File: src/rtl/mem_pkg.sv
// Shared constants and types for the data-memory access stage.
package mem_pkg;

  localparam logic [6:0] OPC_LOAD  = 7'b0000011;
  localparam logic [6:0] OPC_STORE = 7'b0100011;

  localparam logic [2:0] F3_B  = 3'b000;
  localparam logic [2:0] F3_H  = 3'b001;
  localparam logic [2:0] F3_W  = 3'b010;
  localparam logic [2:0] F3_BU = 3'b100;
  localparam logic [2:0] F3_HU = 3'b101;

  typedef enum logic [1:0] {
    ST_IDLE  = 2'd0,
    ST_WAIT  = 2'd1,
    ST_DRAIN = 2'd2
  } mem_state_t;

  function automatic logic misaligned(input logic [2:0] funct3, input logic [1:0] addr_lo);
    logic bad;
    case (funct3)
      F3_H, F3_HU: bad = addr_lo[0];
      F3_W:        bad = (addr_lo != 2'b00);
      default:     bad = 1'b0;
    endcase
    return bad;
  endfunction

endpackage

File: src/rtl/mem_access_stage_if.sv
// Data-memory bus between the access stage (master) and memory (slave).
// D_REQ is a valid: once raised, D_WEN/D_BE/D_ADDR/D_DOUT stay stable until the cycle D_ACK=1 completes it.
interface mem_access_stage_if #(
  parameter int ADDR_W = 12
);
  logic              D_REQ;
  logic              D_WEN;
  logic [3:0]        D_BE;
  logic [ADDR_W-1:0] D_ADDR;
  logic [31:0]       D_DOUT;
  logic [31:0]       D_DIN;
  logic              D_ACK;

  modport master (
    output D_REQ, D_WEN, D_BE, D_ADDR, D_DOUT,
    input  D_DIN, D_ACK
  );

  modport slave (
    input  D_REQ, D_WEN, D_BE, D_ADDR, D_DOUT,
    output D_DIN, D_ACK
  );
endinterface

File: src/rtl/lsu_align.sv
// Byte-enable generation, store lane replication and load extraction/extension.
module lsu_align
  import mem_pkg::*;
(
  input  logic [2:0]  funct3,
  input  logic [1:0]  addr_lo,
  input  logic [31:0] store_value,
  input  logic [31:0] load_data,
  output logic [3:0]  be,
  output logic [31:0] store_data,
  output logic [31:0] load_value
);

  logic [31:0] shifted;

  always_comb begin
    shifted    = load_data >> {addr_lo, 3'b000};
    be         = 4'b1111;
    store_data = store_value;
    load_value = load_data;
    case (funct3)
      F3_B, F3_BU: begin
        be         = 4'b0001 << addr_lo;
        store_data = {4{store_value[7:0]}};
        load_value = (funct3 == F3_BU) ? {24'b0, shifted[7:0]}
                                       : {{24{shifted[7]}}, shifted[7:0]};
      end
      F3_H, F3_HU: begin
        be         = 4'b0011 << addr_lo;
        store_data = {2{store_value[15:0]}};
        load_value = (funct3 == F3_HU) ? {16'b0, shifted[15:0]}
                                       : {{16{shifted[15]}}, shifted[15:0]};
      end
      default: ;
    endcase
  end

endmodule

File: src/rtl/mem_access_stage.sv
// MEM pipeline stage: issues loads/stores, stalls the front of the pipe while a request is outstanding.
module mem_access_stage
  import mem_pkg::*;
#(
  parameter int ADDR_W   = 12,
  parameter int WAIT_MAX = 255
) (
  input  logic                CLK,
  input  logic                RST,
  input  logic                valid_i,
  input  logic [6:0]          opcode_i,
  input  logic [2:0]          funct3_i,
  input  logic [31:0]         aluResult_i,
  input  logic [31:0]         storeValue_i,
  input  logic [4:0]          rd_i,
  input  logic                flush_i,
  mem_access_stage_if.master  dmem,
  output logic [31:0]         aluResult_o,
  output logic [4:0]          rd_o,
  output logic [31:0]         memReadValue_o,
  output logic                valid_o,
  output logic                stall_o,
  output logic                err_o,
  output mem_state_t          state
);

  localparam logic [7:0] CNT_MAX = 8'(WAIT_MAX);

  mem_state_t        state_q;
  logic [7:0]        cnt_q;
  logic [ADDR_W-1:0] lat_addr;
  logic              lat_wen;
  logic [3:0]        lat_be;
  logic [31:0]       lat_dout;
  logic [2:0]        lat_funct3;

  logic        is_load, is_store, mem_op, bad_align, issue, timeout, in_idle;
  logic [2:0]  al_funct3;
  logic [1:0]  al_addr;
  logic [3:0]  al_be;
  logic [31:0] al_store, al_load;
  logic        load_sel;

  assign is_load   = (opcode_i == OPC_LOAD);
  assign is_store  = (opcode_i == OPC_STORE);
  assign mem_op    = valid_i & ~flush_i & (is_load | is_store);
  assign bad_align = misaligned(funct3_i, aluResult_i[1:0]);
  assign issue     = mem_op & ~bad_align;
  assign in_idle   = (state_q == ST_IDLE);
  assign timeout   = ~in_idle & (cnt_q == CNT_MAX);

  // Once a request is outstanding, extraction follows the latched access, not the live inputs.
  assign al_funct3 = in_idle ? funct3_i : lat_funct3;
  assign al_addr   = in_idle ? aluResult_i[1:0] : lat_addr[1:0];

  lsu_align u_align (
    .funct3      (al_funct3),
    .addr_lo     (al_addr),
    .store_value (storeValue_i),
    .load_data   (dmem.D_DIN),
    .be          (al_be),
    .store_data  (al_store),
    .load_value  (al_load)
  );

  always_ff @(posedge CLK or posedge RST) begin
    if (RST) begin
      state_q    <= ST_IDLE;
      cnt_q      <= '0;
      lat_addr   <= '0;
      lat_wen    <= 1'b0;
      lat_be     <= '0;
      lat_dout   <= '0;
      lat_funct3 <= '0;
    end else begin
      case (state_q)
        ST_IDLE: begin
          if (issue && !dmem.D_ACK) begin
            state_q    <= ST_WAIT;
            cnt_q      <= '0;
            lat_addr   <= aluResult_i[ADDR_W-1:0];
            lat_wen    <= is_store;
            lat_be     <= al_be;
            lat_dout   <= is_store ? al_store : '0;
            lat_funct3 <= funct3_i;
          end
        end
        ST_WAIT: begin
          if (timeout || dmem.D_ACK) begin
            state_q <= ST_IDLE;
          end else if (flush_i) begin
            state_q <= ST_DRAIN;
            cnt_q   <= '0;
          end else begin
            cnt_q <= cnt_q + 8'd1;
          end
        end
        ST_DRAIN: begin
          if (timeout || dmem.D_ACK) state_q <= ST_IDLE;
          else cnt_q <= cnt_q + 8'd1;
        end
        default: state_q <= ST_IDLE;
      endcase
    end
  end

  always_comb begin
    dmem.D_REQ  = 1'b0;
    dmem.D_WEN  = 1'b0;
    dmem.D_BE   = '0;
    dmem.D_ADDR = '0;
    dmem.D_DOUT = '0;
    valid_o     = 1'b0;
    stall_o     = 1'b0;
    err_o       = 1'b0;
    load_sel    = 1'b0;
    case (state_q)
      ST_IDLE: begin
        if (mem_op) begin
          if (bad_align) begin
            err_o = 1'b1;
          end else begin
            dmem.D_REQ  = 1'b1;
            dmem.D_WEN  = is_store;
            dmem.D_BE   = al_be;
            dmem.D_ADDR = {aluResult_i[ADDR_W-1:2], 2'b00};
            dmem.D_DOUT = is_store ? al_store : '0;
            valid_o     = dmem.D_ACK;
            stall_o     = ~dmem.D_ACK;
            load_sel    = is_load;
          end
        end else begin
          valid_o = valid_i & ~flush_i;
        end
      end
      ST_WAIT, ST_DRAIN: begin
        if (timeout) begin
          err_o = 1'b1;
        end else begin
          dmem.D_REQ  = 1'b1;
          dmem.D_WEN  = lat_wen;
          dmem.D_BE   = lat_be;
          dmem.D_ADDR = {lat_addr[ADDR_W-1:2], 2'b00};
          dmem.D_DOUT = lat_dout;
          stall_o     = ~dmem.D_ACK;
          // A flush arriving together with the ack still kills the result.
          valid_o     = (state_q == ST_WAIT) & dmem.D_ACK & ~flush_i;
          load_sel    = ~lat_wen;
        end
      end
      default: ;
    endcase
    // Reset drops the request and handshake outputs without waiting for a clock edge.
    if (RST) begin
      dmem.D_REQ = 1'b0;
      valid_o    = 1'b0;
      stall_o    = 1'b0;
      err_o      = 1'b0;
    end
  end

  assign memReadValue_o = (valid_o && load_sel) ? al_load : '0;
  assign aluResult_o    = aluResult_i;
  assign rd_o           = rd_i;
  assign state          = state_q;

endmodule

File: src/flat_wrapper.sv
// flat-port wrapper written by rule: the top's interface ports become plain ports
module mem_access_stage_flat import mem_pkg::*;
#(
  parameter int ADDR_W   = 12,
  parameter int WAIT_MAX = 255
)
  (CLK, RST, valid_i, opcode_i, funct3_i, aluResult_i, storeValue_i, rd_i, flush_i, aluResult_o, rd_o, memReadValue_o, valid_o, stall_o, err_o, state, dmem_D_REQ, dmem_D_WEN, dmem_D_BE, dmem_D_ADDR, dmem_D_DOUT, dmem_D_DIN, dmem_D_ACK);
  mem_access_stage_if #(.ADDR_W(ADDR_W)) dmem_i ();
  input  logic CLK;
  input  logic RST;
  input  logic valid_i;
  input  logic [6:0] opcode_i;
  input  logic [2:0] funct3_i;
  input  logic [31:0] aluResult_i;
  input  logic [31:0] storeValue_i;
  input  logic [4:0] rd_i;
  input  logic flush_i;
  output logic [31:0] aluResult_o;
  output logic [4:0] rd_o;
  output logic [31:0] memReadValue_o;
  output logic valid_o;
  output logic stall_o;
  output logic err_o;
  output mem_state_t state;
  output wire logic [$bits(dmem_i.D_REQ)-1:0] dmem_D_REQ;
  output wire logic [$bits(dmem_i.D_WEN)-1:0] dmem_D_WEN;
  output wire logic [$bits(dmem_i.D_BE)-1:0] dmem_D_BE;
  output wire logic [$bits(dmem_i.D_ADDR)-1:0] dmem_D_ADDR;
  output wire logic [$bits(dmem_i.D_DOUT)-1:0] dmem_D_DOUT;
  input wire logic [$bits(dmem_i.D_DIN)-1:0] dmem_D_DIN;
  input wire logic [$bits(dmem_i.D_ACK)-1:0] dmem_D_ACK;
  assign dmem_D_REQ = dmem_i.D_REQ;
  assign dmem_D_WEN = dmem_i.D_WEN;
  assign dmem_D_BE = dmem_i.D_BE;
  assign dmem_D_ADDR = dmem_i.D_ADDR;
  assign dmem_D_DOUT = dmem_i.D_DOUT;
  assign dmem_i.D_DIN = dmem_D_DIN;
  assign dmem_i.D_ACK = dmem_D_ACK;
  mem_access_stage #(.ADDR_W(ADDR_W), .WAIT_MAX(WAIT_MAX)) u_core (.CLK(CLK), .RST(RST), .valid_i(valid_i), .opcode_i(opcode_i), .funct3_i(funct3_i), .aluResult_i(aluResult_i), .storeValue_i(storeValue_i), .rd_i(rd_i), .flush_i(flush_i), .dmem(dmem_i), .aluResult_o(aluResult_o), .rd_o(rd_o), .memReadValue_o(memReadValue_o), .valid_o(valid_o), .stall_o(stall_o), .err_o(err_o), .state(state));
endmodule
File: config.mk
export PLATFORM = sky130hd
export DESIGN_NAME = mem_access_stage_flat
export DESIGN_NICKNAME = d
export VERILOG_FILES = /design/src/rtl/mem_pkg.sv /design/src/rtl/mem_access_stage_if.sv /design/src/rtl/lsu_align.sv /design/src/rtl/mem_access_stage.sv /design/src/flat_wrapper.sv
export SDC_FILE = /design/constraint.sdc
export NUM_CORES = 1
export LEC_CHECK = 0
export CORE_ASPECT_RATIO = 0.5
export CORE_MARGIN = 4
export CORE_UTILIZATION = 30
export CTS_CLUSTER_SIZE = 30
export DETAILED_ROUTE_END_ITERATION = 6
export SYNTH_ARGS = -nofsm -noshare
export SYNTH_HDL_FRONTEND = slang
export SYNTH_HIERARCHICAL = 1
export SYNTH_SLANG_ARGS = --single-unit
File: constraint.sdc
create_clock -name CLK -period 6.4 [get_ports CLK]
set_input_delay 0.96 -clock CLK [delete_from_list [all_inputs] [get_ports CLK]]
set_output_delay 0.96 -clock CLK [all_outputs]
set_load 0.05 [all_outputs]
Word level (Yosys, flattened, before mapping)

Index checks and enable logic that the tools add are counted.
Widths: inputs -> output; s select.

Input port bits: 116
Logic and storage cells: 114
Output and inout bits: 124
Register bits after elaboration: 62

Equal/unequal tests: 16
Shift-type cells: 3
Reduce and logical (&&, ||, !) cells: 15
Bitwise operators: 12
Add/sub/neg operators: 1
Multiplexer cells: 60

Operators by type and width:

| operator            | count |
|---|---|
| $mux 32             | 7 |
| $pmux 32 s2         | 3 |
| $mux 12             | 3 |
| $mux 8              | 4 |
| $shr 32x5->16       | 1 |
| $pmux 12 s2         | 1 |
| $pmux 8 s3          | 1 |
| $mux 1              | 22 |
| $pmux 4 s2          | 2 |
| $pmux 1 s2          | 7 |
| $mux 4              | 3 |
| $mux 2              | 5 |
| $eq 3x3->1 const B  | 3 |
| $add 8x1->8 const B | 1 |
| $eq 8x8->1 const B  | 1 |
| $reduce_or 2->1     | 4 |
| $eq 7x2->1 const B  | 1 |
| $eq 7x6->1 const B  | 1 |
| $and 1x1->1         | 6 |
| $eq 3x1->1 const B  | 2 |
| $ne 2x2->1 const B  | 3 |
| $pmux 2 s3          | 1 |
| $not 1->1           | 5 |
| $reduce_and 4->1    | 1 |
| 18 further kinds    | 19 |

Longest topological paths before layout

Gate-level depths: netlist of the first run.

Depth after elaboration: 9
Depth in mapped cells: 11
Depth with buffers taken out: 8

By module

The synthesis of the first run kept the hierarchy.

By module, submodules not included:

| module           | cells each | instances | area an instance (µm²) |
|---|---|---|---|
| mem_access_stage | 475        | 1         | 4057.6 |
| lsu_align        | 200        | 1         | 1368.8 |

Worst setup path after synthesis of the first run

OpenSTA, ideal clock, no wires.

Path kind: input to output
Start point: input opcode_i[2]
End point: output stall_o
Path slack: 1983 ps
Cell stages on the path: 6
Arrival time: 3457 ps
Buffers on the path: 1
Data required time: 5440 ps
Cell sequence: and4bb_1 > nand2_2 > nor3_1 > clkbuf_1 > nor2_1 > nor4_1

Cells in the longest elaborated chain, start to end: 6

Ends and longest elaborated chain:

| what                                     | RTL line                                       | RTL |
|---|---|---|
| start, declared                          | flat_wrapper.sv:12                             | `input logic [6:0] opcode_i;` |
| $eq 7x2->1 or $eq 7x6->1 (tied branches) | mem_access_stage.sv:44, mem_access_stage.sv:45 |  |
| $or 1x1->1 (*)                           | mem_access_stage.sv:46                         | `assign mem_op = valid_i & ~flush_i & (is_load \| is_store);` |
| $and 1x1->1 (*)                          | mem_access_stage.sv:46                         |  |
| $mux 1 (*)                               | mem_access_stage.sv:119                        | `if (mem_op) begin` |
| $pmux 1 s2 (*)                           | mem_access_stage.sv:117                        | `case (state_q)` |
| $mux 1 (*)                               | mem_access_stage.sv:154                        | `if (RST) begin` |
| end, declared                            | flat_wrapper.sv:22                             | `output logic stall_o;` |

Mark *: on every way between the ends. The rest lies on a longest branch, timed or not.

Worst setup path after layout of the first run

Start point: input funct3_i[0]
End point: output dmem_D_DOUT[10]

Cells in the longest elaborated chain, start to end: 8

Ends and longest elaborated chain:

| what                                     | RTL line                | RTL |
|---|---|---|
| start, declared                          | flat_wrapper.sv:13      | `input logic [2:0] funct3_i;` |
| $mux 3 (*)                               | mem_access_stage.sv:53  | `assign al_funct3 = in_idle ? funct3_i : lat_funct3;` |
| net u_core.al_funct3[0]                  | mem_access_stage.sv:38  | `logic [2:0] al_funct3;` |
| $eq 3x3->1, or another cell as far along | lsu_align.sv:21         | `case (funct3)` |
| $reduce_or 2->1                          | lsu_align.sv:21         |  |
| $pmux 32 s2 (*)                          | lsu_align.sv:21         |  |
| net u_core.al_store[10]                  | mem_access_stage.sv:41  | `logic [31:0] al_store, al_load;` |
| $mux 32 (*)                              | mem_access_stage.sv:127 | `dmem.D_DOUT = is_store ? al_store : '0;` |
| $mux 32 (*)                              | mem_access_stage.sv:120 | `if (bad_align) begin` |
| $mux 32 (*)                              | mem_access_stage.sv:119 |  |
| $pmux 32 s2 (*)                          | mem_access_stage.sv:117 |  |
| end, declared                            | flat_wrapper.sv:29      | `output wire logic [$bits(dmem_i.D_DOUT)-1:0] dmem_D_DOUT;` |

The timed path passes the listed nets; every way through them passes the cells marked *.

==> reports/results.tsv, run 1 <==
metric	value	unit
kind of cell adding the most delay to the critical path	buffers and inverters	
Setup Viol. Count Final	0	
total number of yosys warnings	6	
Critical Path RT	5440	ps
Setup crit start kind	primary input	
post-cts resize count	0	
DRC Markers	0	
Final WS setup	1242	ps
Worst setup EP type	output port	
ys flop type	dfrtp_1	
via count	5368	
Post-synth EDFFs	0	
power per cell area	206.6	nW/um^2
Setup Crit Path Kind	in -> out	
Chip Height	103.1	um
H-tree Lvls	3	
Yosys top cell area share	28.59	%
Inst Count DP	1002	
Buf+Inv Stages, Crit Path	2	
Placement Setup Slack	1225	ps
gr usage total	18.17	%
clock slew seen by the registers of the worst setup and hold paths	60	ps
register area share after synthesis	28.59	%
MaxCap Viol Count	0	
DR WL/cell	19.07	um
R2R cell count	7	
Finished Layout Cells	1018	
Critical Path Source	funct3_i[0]	
GP Congestion	0.7990	
worst setup path endpoint	dmem_D_DOUT[10]	
Slew HR	36.72	%
# port buffers	187	
CTS Buf Count	9	
Initial Util	30.89	%
CP max-delay cell	or2_0	
Tcrit/Tclk final	80.60	%
Worst R2R Start	u_core/state[1]	
Layout area overhead	36.87	%
pin count of the biggest net entering global routing	85	
max frequency	193.9	MHz
initial antenna violation count	0	
layout cells sized above 1	10.97	%
HP Class	reg -> reg	
row count	34	
crit-path cells	clkdlybuf4s50_1 -> mux2_2 -> or2_0 -> mux2_2 -> a32oi_1 -> nor2_1 -> clkdlybuf4s50_1	
Final Cell Area	7427	um^2
Synth Area per Inst	8.039	um^2
drt total wl	19420	um
final setup TNS	0	ps
Final Max Slew Viols	0	
CP max FO	23	
post-route minimum period	5158	ps
Crit path depth	7	
Worst-Skew Late Latency	340	ps
Mapped Area	5426	um^2
r2r endpoint	u_core/lat_dout[13]	
# clock sinks	62	
CP max stage delay	750	ps
post-synthesis cell type count	61	
FF+latch count, synth	62	
Die X	198.2	um
postcts setup bufs	0	
clk_skew	14.77	ps
total power	1.534	mW
ys async rst share	100.0	%
Worst Max-Slew Pin Slew	944.0	ps
cts hold-fix bufs	0	
final hold vios	0	
Diodes inserted	0	
flop2flop setup slack	3220	ps
IO Count	240	
first-pass GRT wire length	29750	um
vias per cell	5.273	
DR pass1 iterations	5	
Mapped Cells	675	
die area	20430	um^2
Worst EP arrival	4200	ps
Layout Nets	901	
leakage	2.984	nW
DP HPWL	13870	um
core area	17570	um^2
Post-DRT Antenna Nets	0	
Max IR drop VDD	135.3	uV
total grt overflow	0	
Synth area leader	dfrtp_1	
outcome	finished, final reports clean	
DRC marker count from the first detailed-route iteration	368	
dpl cell area	7074	um^2
CTS max path bufs	2	
vias in the first global route	5243	
Root Buffer	clkbuf_16	
largest cells by area after synthesis	dfrtp_1 29%, mux2_2 9.8%, nand2_1 6.8%, buf_4 6.6%, o21ai_0 5.8%	
TritonCTS clock tree	yes	
RSZ-0062 raised after global routing	no	
sequential cells by signal, indices dropped and copies added, names as in the netlist:
register	cells
u_core/lat_addr	12
u_core/lat_dout	32
u_core/state	2
u_core/lat_be	4
u_core/cnt_q	8
u_core/lat_funct3	3
u_core/lat_wen	1
layout by cell type (no fill, tap or decap), drive strengths merged, types with 5 or more instances in the layout:
master	synthesis	final
dfrtp	62	62
mux2i	13	13
a22oi	22	22
clkbuf	38	9
nor3	5	5
a21oi	6	6
clkdlybuf4s50	0	187
nand2	99	99
nor2	67	67
ha	6	6
o21ai	65	65
inv	16	19
mux2	48	48
o41ai	10	10
buf	68	11
a32oi	35	35
nand2b	7	7
nor2b	11	11
and2	31	31
stage by stage:
step	hold slack (ps)	utilization, %
finish	479.7	42.27
global route	498.5	42.27
CTS	485.5	42.27
detailed placement	471.2	40.26
global placement	462.1	40.26
floorplan	450.5	-
layout make-up:
cell class / count / area (um^2)
flip-flops and latches: 62 / 1551
well taps: 234 / 292.8
inverters: 16 / 60.06
fillers: 1778 / 10140
repair buffers: 198 / 1954
clock buffers: 9 / 225.2
multi-input cells: 492 / 3216
clock inverters: 7 / 127.6
worst register-to-register path: cells and delay by family, from the launching register on:
family | cells | cell delay, ps
mux | 2 | 1080
simple gates | 2 | 820
flops | 1 | 460
fa+ha+maj | 1 | 440
buf+inv | 1 | 150
compound gates | 1 | 80
routing by layer:
metal / track usage [%] / wire (um)
met5: 0 / 0
met4: 4.971 / 328
met3: 2.122 / 656
met2: 31.13 / 9693
met1: 24.60 / 8738
how the worst min path moves through the flow:
stage                       start                  to  slack, ps  cells after the start
5_1_grt        u_core/lat_dout[6]  u_core/lat_dout[6]        500                      2
3_3_place_gp   u_core/lat_dout[0]  u_core/lat_dout[0]        460                      2
6_report       u_core/lat_dout[0]  u_core/lat_dout[0]        480                      2
4_1_cts        u_core/lat_dout[0]  u_core/lat_dout[0]        490                      2
3_5_place_dp   u_core/lat_dout[0]  u_core/lat_dout[0]        470                      2
2_1_floorplan  u_core/lat_dout[0]  u_core/lat_dout[0]        450                      2
cell usage after synthesis (5+ instances only):
cell type  number
a21oi_1         6
nor2b_1        11
clkbuf_1       38
a32oi_1        35
a22oi_1        21
nand2b_1        7
inv_1          16
buf_1           5
mux2_2         47
nor2_1         67
o41ai_1         9
buf_4          48
nand2_1        98
buf_6           6
nor3_1          5
dfrtp_1        62
o21ai_0        63
mux2i_1        13
buf_2           9
ha_1            6
and2_1         31
where the power goes:
part	internal, mW	leakage [nW]	switching, mW
Sequential	0.401	0.864	0.00763
Combinational	0.209	1.95	0.327
Clock	0.387	0.173	0.203
Total	0.997	2.98	0.537
cells by family after synthesis:
group / synth area share, %
AND/OR/NAND/NOR: 20.59
AO/OA/AOI/OAI: 24.14
buffers and inverters: 12.80
other: 0.06911
multiplexers: 12.43
flip-flops: 28.59
adder cells (fa/ha/maj): 1.383
No activity file was read; power rests on OpenSTA's default activity.
==> inputs of run 2 (changes only) <==
Clock period 6.4 ns to 4.5 ns, I/O delays scaled along.
==> reports/results.tsv, run 2 (synthesis gave the netlist of run 1 again) <==
metric	value	unit
DR pass1 iterations	6	
via count	5412	
Initial Util	30.89	%
Tcrit/Tclk final	94.79	%
max reg flops	32	
final setup TNS	0	ps
Final Max Slew Viols	0	
CTS Buf Count	9	
die area	20430	um^2
HP Class	reg -> reg	
CP max FO	40	
pin count of the biggest net entering global routing	80	
gr usage total	18.16	%
power per cell area	280.0	nW/um^2
Worst Max-Slew Pin Slew	880.9	ps
Worst EP arrival	3590	ps
Root Buffer	clkbuf_16	
vias in the first global route	5276	
DRC marker count from the first detailed-route iteration	416	
TritonCTS clock tree	yes	
# clock sinks	62	
crit-path cells	inv_1 -> ha_1 -> mux2_2 -> buf_12 -> nor2_1 -> mux2_2 -> a32oi_1 -> nor2_1 -> buf_12	
final hold vios	0	
Worst-Skew Late Latency	340	ps
most frequent cells in the layout	138 x clkdlybuf4s50_1, 98 x nand2_1, 66 x nor2_1	
row count	34	
Slew HR	41.19	%
Chip Height	103.1	um
met1 GRT Util	23.76	%
CTS max path bufs	2	
Sw Ratio	35.48	%
Buf+Inv Stages, Crit Path	3	
met3 usage	2.187	%
leakage	3.178	nW
vias per cell	5.295	
DRC Markers	0	
internal power	1.394	mW
GR peak layer	met2	
Post-DRT Antenna Nets	0	
Placement Setup Slack	449.8	ps
cts hold-fix bufs	0	
commonest non-fill, non-tap cell in the layout	clkdlybuf4s50_1	
layout cells sized above 1	17.64	%
Max IR drop VDD	215.5	uV
post-cts resize count	0	
Layout area overhead	42.13	%
Final Cell Area	7712	um^2
MaxCap Viol Count	0	
H-tree Lvls	3	
postcts setup bufs	0	
sequential share of power	26.9	%
CP max-delay cell	mux2_2	
Die X	198.2	um
total power	2.160	mW
GP Congestion	0.8233	
Top reg by flops	u_core/lat_dout	
drt total wl	19280	um
max frequency	234.4	MHz
clock share of power	35.7	%
logic gate share of total power	37.4	%
Sw Pwr	766.2	uW
Layout Nets	905	
total grt overflow	0	
Diodes inserted	0	
Critical Path RT	3830	ps
met2 GRT Util	32.41	%
first-pass GRT wire length	29670	um
clk_skew	11.17	ps
Setup Viol. Count Final	0	
IO Count	240	
CP max stage delay	640	ps
Setup Crit Path Kind	reg -> out	
kind of cell adding the most delay to the critical path	multiplexers	
clock slew seen by the registers of the worst setup and hold paths	60	ps
RSZ-0062 raised after global routing	no	
post-route minimum period	4266	ps
Final WS setup	234.3	ps
core area	17570	um^2
Setup crit start kind	register	
DR WL/cell	18.86	um
# port buffers	187	
dpl cell area	7382	um^2
outcome	finished, final reports clean	
Top Registers	u_core/lat_dout: 32 flops, u_core/lat_addr: 12 flops, u_core/cnt_q: 8 flops	
Worst setup EP type	output port	
post-layout util	43.90	%
DP HPWL	14150	um
initial antenna violation count	0	
-- run 2: changes by cell type in the layout (fill, tap and decap cells not counted), sizes merged --
cell / change
buf: +53
bufinv: -1
clkdlybuf4s50: -49
clkinvlp: +1
-- run 2: final timing paths --
kind,startpoint,endpoint,slack [ps],cells after the start
max,u_core/state[1],dmem_D_DOUT[9],230,9
min,u_core/lat_dout[21],u_core/lat_dout[21],480,2
max reg2reg,u_core/state[1],u_core/lat_addr[3],1360,7
min reg2reg,u_core/lat_dout[21],u_core/lat_dout[21],480,2
max in group asynchronous,RST,u_core/lat_dout[1],2620,3
min in group asynchronous,RST,u_core/lat_dout[20],1010,2
-- run 2: stage by stage --
stage / hold slack [ps] / std cells
floorplan: 450.5 / 676
CTS: 485.3 / 1022
global placement: 461.5 / 1006
detailed placement: 470.8 / 1006
global route: 500.8 / 1022
finish: 480.0 / 1022
-- run 2: cell type report --
type / count / area, um^2
clock inverters: 7 / 105.1
flip-flops and latches: 62 / 1551
clock buffers: 9 / 225.2
multi-input cells: 492 / 3216
well taps: 234 / 292.8
inverters: 16 / 60.06
fillers: 1740 / 9857
repair buffers: 202 / 2262
-- run 2: metal layers --
layer / vias up / wire length (um)
met4: 0 / 275
met1: 2637 / 8380
met2: 149 / 9905
met3: 29 / 714
met5: - / 0
li1: 2597 / -
-- run 2: worst reg2reg max path, cell delays in order (launching register included) --
cell	delay (ps)
dfrtp_1	450
inv_1	140
ha_1	440
nand3b_1	230
nor4b_1	630
nand3_2	300
buf_4	430
mux2_2	420
-- run 2: power by group through the flow --
stage	registers, mW	clock network, mW	logic [mW]
6_report	0.581	0.772	0.807
5_1_grt	0.583	0.821	0.870
4_1_cts	0.581	0.791	0.804
3_5_place_dp	0.591	0	0.802
3_3_place_gp	0.591	0	0.792
2_1_floorplan	0.597	0	0.590
